`src/rtl/nic_ctrl.sv`:
```
// PE-side sequencer for the NIC register interface: polls status, fetches RX packets, pushes TX packets.
// Define NIC_CTRL_STATS_EN to add the rx_count/tx_count packet counters.
module nic_ctrl #(
    parameter int DW          = 64,
    parameter int STALL_LIMIT = 255
) (
    input  logic          clk,
    input  logic          reset,
    output logic          nic_en,
    output logic          nic_wr_en,
    output logic [1:0]    nic_addr,
    output logic [DW-1:0] nic_wdata,
    input  logic [DW-1:0] nic_rdata,
    output logic [DW-1:0] rx_data,
    output logic          rx_valid,
    input  logic          rx_ready,
    input  logic [DW-1:0] tx_data,
    input  logic          tx_valid,
    output logic          tx_ready,
    output logic          tx_stall
`ifdef NIC_CTRL_STATS_EN
    ,
    output logic [15:0]   rx_count,
    output logic [15:0]   tx_count
`endif
);

    localparam int CW = $clog2(STALL_LIMIT + 1);

    typedef enum logic [2:0] {
        IDLE, IN_STAT, IN_CHK, IN_READ, IN_CAP, OUT_STAT, OUT_CHK, OUT_WR
    } state_t;

    state_t          state_q, state_d;
    logic            last_served_q, last_served_d;
    logic            rx_full_q, tx_full_q, tx_stall_q;
    logic [DW-1:0]   rx_buf_q, tx_buf_q;
    logic [CW-1:0]   stall_cnt_q;
    logic            in_elig, out_elig;

    assign in_elig  = !rx_full_q;
    assign out_elig = tx_full_q;

    always_ff @(posedge clk) begin
        if (reset) begin
            state_q       <= IDLE;
            last_served_q <= 1'b1;
        end else begin
            state_q       <= state_d;
            last_served_q <= last_served_d;
        end
    end

    // Round robin in IDLE: last_served_q = 1 means the output side went last.
    always_comb begin
        state_d       = state_q;
        last_served_d = last_served_q;
        case (state_q)
            IDLE: begin
                if (in_elig && (!out_elig || last_served_q)) begin
                    state_d       = IN_STAT;
                    last_served_d = 1'b0;
                end else if (out_elig) begin
                    state_d       = OUT_STAT;
                    last_served_d = 1'b1;
                end
            end
            IN_STAT:  state_d = IN_CHK;
            IN_CHK:   state_d = nic_rdata[0] ? IN_READ : IDLE;
            IN_READ:  state_d = IN_CAP;
            IN_CAP:   state_d = IDLE;
            OUT_STAT: state_d = OUT_CHK;
            OUT_CHK:  state_d = nic_rdata[0] ? IDLE : OUT_WR;
            OUT_WR:   state_d = IDLE;
            default:  state_d = IDLE;
        endcase
    end

    always_comb begin
        nic_en    = 1'b0;
        nic_wr_en = 1'b0;
        nic_addr  = 2'b00;
        nic_wdata = '0;
        case (state_q)
            IN_STAT: begin
                nic_en   = 1'b1;
                nic_addr = 2'b01;
            end
            IN_READ: begin
                nic_en   = 1'b1;
                nic_addr = 2'b00;
            end
            OUT_STAT: begin
                nic_en   = 1'b1;
                nic_addr = 2'b11;
            end
            OUT_WR: begin
                nic_en    = 1'b1;
                nic_wr_en = 1'b1;
                nic_addr  = 2'b10;
                nic_wdata = tx_buf_q;
            end
            default: ;
        endcase
    end

    // Holding registers; the FSM guarantees capture/drain never collide with the PE handshakes.
    always_ff @(posedge clk) begin
        if (reset) begin
            rx_full_q   <= 1'b0;
            rx_buf_q    <= '0;
            tx_full_q   <= 1'b0;
            tx_buf_q    <= '0;
            stall_cnt_q <= '0;
            tx_stall_q  <= 1'b0;
        end else begin
            if (state_q == IN_CAP) begin
                rx_buf_q  <= nic_rdata;
                rx_full_q <= 1'b1;
            end else if (rx_full_q && rx_ready) begin
                rx_full_q <= 1'b0;
            end

            if (state_q == OUT_WR) begin
                tx_full_q   <= 1'b0;
                stall_cnt_q <= '0;
                tx_stall_q  <= 1'b0;
            end else begin
                if (tx_valid && !tx_full_q) begin
                    tx_buf_q  <= tx_data;
                    tx_full_q <= 1'b1;
                end
                if (state_q == OUT_CHK && nic_rdata[0]) begin
                    if (stall_cnt_q != CW'(STALL_LIMIT))
                        stall_cnt_q <= stall_cnt_q + CW'(1);
                    if (stall_cnt_q >= CW'(STALL_LIMIT - 1))
                        tx_stall_q <= 1'b1;
                end
            end
        end
    end

    assign rx_valid = rx_full_q;
    assign rx_data  = rx_buf_q;
    assign tx_ready = !tx_full_q;
    assign tx_stall = tx_stall_q;

`ifdef NIC_CTRL_STATS_EN
    logic [15:0] rx_count_q, tx_count_q;

    always_ff @(posedge clk) begin
        if (reset) begin
            rx_count_q <= '0;
            tx_count_q <= '0;
        end else begin
            if (state_q == IN_CAP) rx_count_q <= rx_count_q + 16'd1;
            if (state_q == OUT_WR) tx_count_q <= tx_count_q + 16'd1;
        end
    end

    assign rx_count = rx_count_q;
    assign tx_count = tx_count_q;
`endif

endmodule

```
`config.mk`:
```
export PLATFORM = sky130hd
export DESIGN_NAME = nic_ctrl
export DESIGN_NICKNAME = d
export VERILOG_FILES = /design/src/rtl/nic_ctrl.sv
export SDC_FILE = /design/constraint.sdc
export NUM_CORES = 1
export LEC_CHECK = 0
export BUFFER_PORTS_ARGS = -buffer_cell sky130_fd_sc_hd__buf_2
export CAP_MARGIN = 0
export CORE_MARGIN = 8
export CORE_UTILIZATION = 46
export CTS_BUF_LIST = sky130_fd_sc_hd__clkbuf_16
export DETAILED_ROUTE_END_ITERATION = 12
export PLACE_DENSITY = 0.79
export SLEW_MARGIN = 20
export SYNTH_ARGS = -nofsm -noshare
export SYNTH_HDL_FRONTEND = slang
export SYNTH_SLANG_ARGS = --single-unit
```
`constraint.sdc`:
```
create_clock -name clk -period 1.7 [get_ports clk]
set_clock_uncertainty 0.15 [all_clocks]
set_input_delay 0.34 -clock clk [delete_from_list [all_inputs] [get_ports clk]]
set_output_delay 0.34 -clock clk [all_outputs]
set_load 0.01 [all_outputs]
```
# ---- Word level (Yosys, flattened, before mapping)
# Cells that the tools add are included.
dict set report word_totals {
  output_inout_bits 135
  elab_cells 50
  input_bits 132
  ff_bits 143
}
dict set report classes {
  n_lt_le_gt_ge 1
  eq_ne 9
  addsub 1
  mux 13
  bitwise 1
  reduce_logical 17
}
# operator count
set ops {}
lappend ops {{2-to-1 mux 64 bit} 1}
lappend ops {{one-hot mux 3 bit (7 select lines)} 1}
lappend ops {{== test 3 bit (second input constant)} 4}
lappend ops {{2-to-1 mux 3 bit} 3}
lappend ops {{adder 8 x 1 -> 8 bit (second input constant)} 1}
lappend ops {{greater-or-equal comparator 8 bit (second input constant)} 1}
lappend ops {{inequality test 8 bit (second input constant)} 1}
lappend ops {{AND reduction 2 bit} 4}
lappend ops {{== test 3 x 2 -> 1 bit (second input constant)} 2}
lappend ops {{2-to-1 mux 1 bit} 6}
lappend ops {{one-hot mux 2 bit (3 select lines)} 1}
lappend ops {{logical AND 1 bit} 4}
lappend ops {{nonzero test 2 bit} 2}
lappend ops {{OR reduction 2 bit} 2}
lappend ops {{OR reduction 4 bit} 1}
lappend ops {{== test 3 x 1 -> 1 bit (second input constant)} 1}
lappend ops {{logical NOT 3 bit} 1}
lappend ops {{inequality test 3 bit (second input constant)} 1}
lappend ops {{logical NOT 1 bit} 2}
lappend ops {{2-to-1 mux 2 bit} 1}
lappend ops {{logical OR 1 bit} 1}
lappend ops {{inverter 1 bit} 1}

# ---- Logic depth before layout (Yosys ltp)
dict set report logic_depth {
  depth_word 5
  depth_mapped 6
  ltp_nobuf 5
}

# ---- Worst setup path after synthesis
# Ideal clock, no wire load.
dict set report synth_timing {
  kind {register to output}
  from {register state_q[1]}
  to {output port nic_wdata[14]}
  path_buffers 2
  t_required_ns 1.210
  slack_ns 0.028
  path_stages_with_launch 5
  arrival_ns 1.182
  cell_sequence {dfxtp_1 and3_4 clkbuf_1 clkbuf_1 and2_1}
}
dict set report synth_via {
  elab_chain_len 2
}
# item line_no
set synth_lines {}
lappend synth_lines {{start: declaration} 34} ;# state_t state_q, state_d;
lappend synth_lines {{start signal: assignment} 49} ;# state_q <= state_d;
lappend synth_lines {{== test 3 bit} 84} ;# case (state_q)
lappend synth_lines {{2-to-1 mux 64 bit} 84}
lappend synth_lines {{end: declaration} 12} ;# output logic [DW-1:0] nic_wdata,
# No other way between the ends.

# ---- Worst setup path after layout
dict set report layout_timing {
  from {register state_q[1]}
  to {output port nic_wdata[39]}
}
# The elaborated chain is that of the path after synthesis.

==> results by group <==
Yosys
  • Top post-synthesis cells by count: nand2_1 (259), dfxtp_1 (143), a21oi_1 (134)
  • Syn avg cell area: 7.83 um^2
  • Cell taking the most area after synthesis: dfxtp_1
  • Seq/Total Area, Yosys: 50.8%
  • Share of flip-flops with an asynchronous set or reset: 0%
  • Post-synth top area share: 50.8%
  • Cells after Synth: 720
  • Ys flop type: dfxtp_1
  • Post-synth EDFFs: 0
  • Most frequent cell after synthesis: nand2_1
  • Simple-gate share of the synthesized area: 28.7%
  • Xor and xnor area share after synthesis: less than 1%
  • Main combinational cell family by area after synthesis: simple AND/OR/NAND/NOR gates
  • Yosys reg bits: around 140
  • Post-Syn Area: 5630 um^2
  • Yosys cell types: 38
  • Syn. warnings: 0
  • Synth top area cells: dfxtp_1 (51%), nand2_1 (17%), a21oi_1 (12%), and2_1 (7.3%), buf_2 (2.0%)
  • Syn nets: between 800 and 900
  • Synth Area in Adders: 0.444%
  • Post-synthesis compound-gate area fraction: 14.0%
  • Mux cell area share after synthesis: 0%

Worst setup path
  • Worst Path Buf+Inv: 3
  • Crit. End Element: primary output
  • CP delay by family, top: buffers and inverters
  • Crit start category: flop
  • Worst Path Arrival: 1.64 ns
  • Critical Path Fanout Max: 9
  • Critical setup path kind: flop to primary output
  • Crit path cell chain: and3_4 -> buf_12 -> clkbuf_16 -> and2_1 -> buf_2
  • CP max stage delay: 0.36 ns
  • Required @ worst endpoint: 1.21 ns
  • Crit-path slowest cell: dfxtp_2

Power
  • Max IR drop VDD: 0.936 mV
  • PD cells: approximately 1000 nW/um^2
  • Final total power: 9950 uW
  • Leak Pwr: 0.00442 uW

STA
  • Worst-Margin Slew: 0.478 ns
  • RSZ-0062 raised after global routing: true
  • Max-slew violation count: 0
  • Period utilisation layout: 125%
  • Final WS setup: -0.432 ns
  • Fin. Hold Viols: 1
  • Max_slew headroom: 67.8%
  • Shortest period the worst path allows: 2.13 ns
  • Hold WS: -0.0000901 ns
  • Fmax: 469 MHz
  • Setup-failing EPs final: approximately 140

Detailed routing
  • Final WL: 27.9 mm
  • Routed len/inst: ~22 um
  • First DRT Iteration DRCs: 742
  • DRT Pass-1 Iters: 7
  • Remaining DRCs: 0
  • Vias: about 7100
  • Antenna Violating Nets Remaining: 0
  • Vias per Instance: about 5.7

Min path
  • Hold WC Path Type: input port to flop

Finish
  • Core Util, Final: about 82%
  • Filler Cell Count: 629
  • Reg area: ~2900 um^2
  • Multi-input logic area: 2720 um^2
  • Area grow syn2layout: 74.4%
  • Share of cells above drive strength 1: approximately two fifths
  • Nets: 1220

Floorplanning
  • Initial Util: 47.1%
  • Die height: 127 um
  • IO Pins: 267
  • Die area: 16000 um^2
  • Core area: 12000 um^2
  • Std-Cell Rows: 40
  • Die Wd: 127 um

Clocking
  • Clock-pin slew on the worst setup and hold paths: 0.06 ns
  • Clk sinks: 143
  • CTS root buf: clkbuf_16
  • Skew-Pair Late Insertion Delay: 0.43 ns
  • Number of CTS-inserted buffers: 17
  • H-tree depth: 4
  • CTS max path bufs: 2
  • CTS tree: built

Placed design
  • I/O Buffers: ~270
  • Placer congestion estimate: about 0.78
  • Hpwl dp: approximately 12 mm

Global routing
  • Largest net degree at the start of global routing: 65
  • Initial antenna violation count: 2
  • Overflow after GRT: 0
  • Vias in the first global route: 6197
  • First-pass GRT wire length: 31.2 mm
  • All-Layer GR Usage: 24.3%

Status
  • Violated checks: negative hold slack, negative setup slack
  • Status: complete, but fails checks

Run
  • Max-cap viol count: 0
==> power by group <==
| part | internal (uW) | total (uW) | leakage [uW] | switching [uW] |
|---|---|---|---|---|
| clock | 2720 | 4190 | 0.000318 | 1480 |
| sequential | 3610 | 3770 | 0.00117 | 155 |
| combinational | 938 | 1990 | 0.00294 | 1050 |
| total | 7270 | 9950 | 0.00442 | 2690 |
==> repair_timing <==
| item | 4_1_cts | 5_1_grt |
|---|---|---|
| buffers inserted | 13 | 8 |
| resized for setup | 52 | 117 |
| hold buffers | 78 | 0 |
| endpoints found under the hold margin | 78 | 0 |
| pin swaps | 5 | 37 |
| endpoints found under the setup margin | 67 | 206 |
| cloned | 4 | 23 |
==> worst paths after layout <==
kind | startpoint | endpoint | slack [ns] | cells past startpoint
worst min register to register | rx_data[40] | rx_data[40] | 0.30 | 2
worst max register to register | state_q[1] | tx_buf_q[49] | -0.16 | 6
worst min-delay path | tx_data[21] | tx_buf_q[21] | -0.00009 | 3
worst max-delay path | state_q[1] | nic_wdata[39] | -0.43 | 5
==> final cells by class <==
type / count / share of cell area [%]
clock buffers: 17 / 4.33
well taps: 147 / 1.87
multi-input cells: 519 / 27.7
flip-flops and latches: 143 / 29.2
clock inverters: 15 / 2.27
repair buffers: 401 / 34.5
inverters: 4 / 0.153
diodes: 1 / 0.0255
==> routing by layer <==
| metal | wire [um] | share of wire (%) | global-route usage (%) |
|---|---|---|---|
| met1 | 9510 | 34 | 23.9 |
| met5 | 8 | 0.029 | 0 |
| met3 | 2490 | 8.9 | 8.71 |
| met4 | 2040 | 7.3 | 17.9 |
| met2 | 13800 | 50 | 41.7 |
==> registers in the layout, summed over array words and instances (netlist names) <==
signal	flops
rx_data	64
out_elig	1
tx_stall	1
rx_valid	1
state_q	3
stall_cnt_q	8
tx_buf_q	64
last_served_q	1
==> through the flow <==
step                      setup slack [ns]  instances  TNS (ns)  cell area (um^2)  hold slack (ns)
after floorplan                     0.0276        720         0              5630            0.282
after global placement              0.0705       1093         0              7080            0.287
after detailed placement            0.0495       1093         0              7080            0.292
after CTS                           -0.358       1219    -20.50              8920         0.000151
after global routing                -0.460       1247    -34.59              9830         -0.00271
final                               -0.432       1247    -31.50              9830       -0.0000901
==> cell families (layout without fill, tap and decap cells) <==
family                     after synthesis  count (layout)
AOI/OAI and AO/OA                      150             150
xor gates and xnor gates                 4               4
adders and majority gates                2               2
buffers and inverters                   59             437
DFF                                    143             143
other                                    0               1
and+or+nand+nor                        362             363
==> layout by cell type (no fill, tap or decap), types with 2 or more instances in the layout <==
cell type / n
a211oi_1: 2
a21oi_1: 130
a21oi_2: 4
a31oi_1: 2
and2_1: 20
and2_4: 46
buf_12: 13
buf_16: 3
buf_2: 215
buf_4: 16
buf_6: 59
buf_8: 2
bufinv_16: 6
clkbuf_16: 32
clkinv_1: 5
clkinv_2: 3
dfxtp_1: 140
dfxtp_2: 3
dlygate4sd3_1: 78
inv_1: 4
nand2_1: 253
nand2_2: 4
nand2_4: 2
nand2b_1: 3
nand3_1: 3
nand4_1: 2
nor2_1: 9
nor2_2: 2
nor2b_1: 2
nor3b_4: 2
o21a_1: 2
o21ai_0: 4
or3b_4: 3
xnor2_1: 2
xor2_1: 2
==> tightest hold or removal path: cells and delay by family <==
family,cells,cell delay [ns]
and+or+nand+nor,1,0.05
buffers and inverters,1,0.10
AOI/OAI and AO/OA,1,0.05
Power figures use the tool's default switching activity.
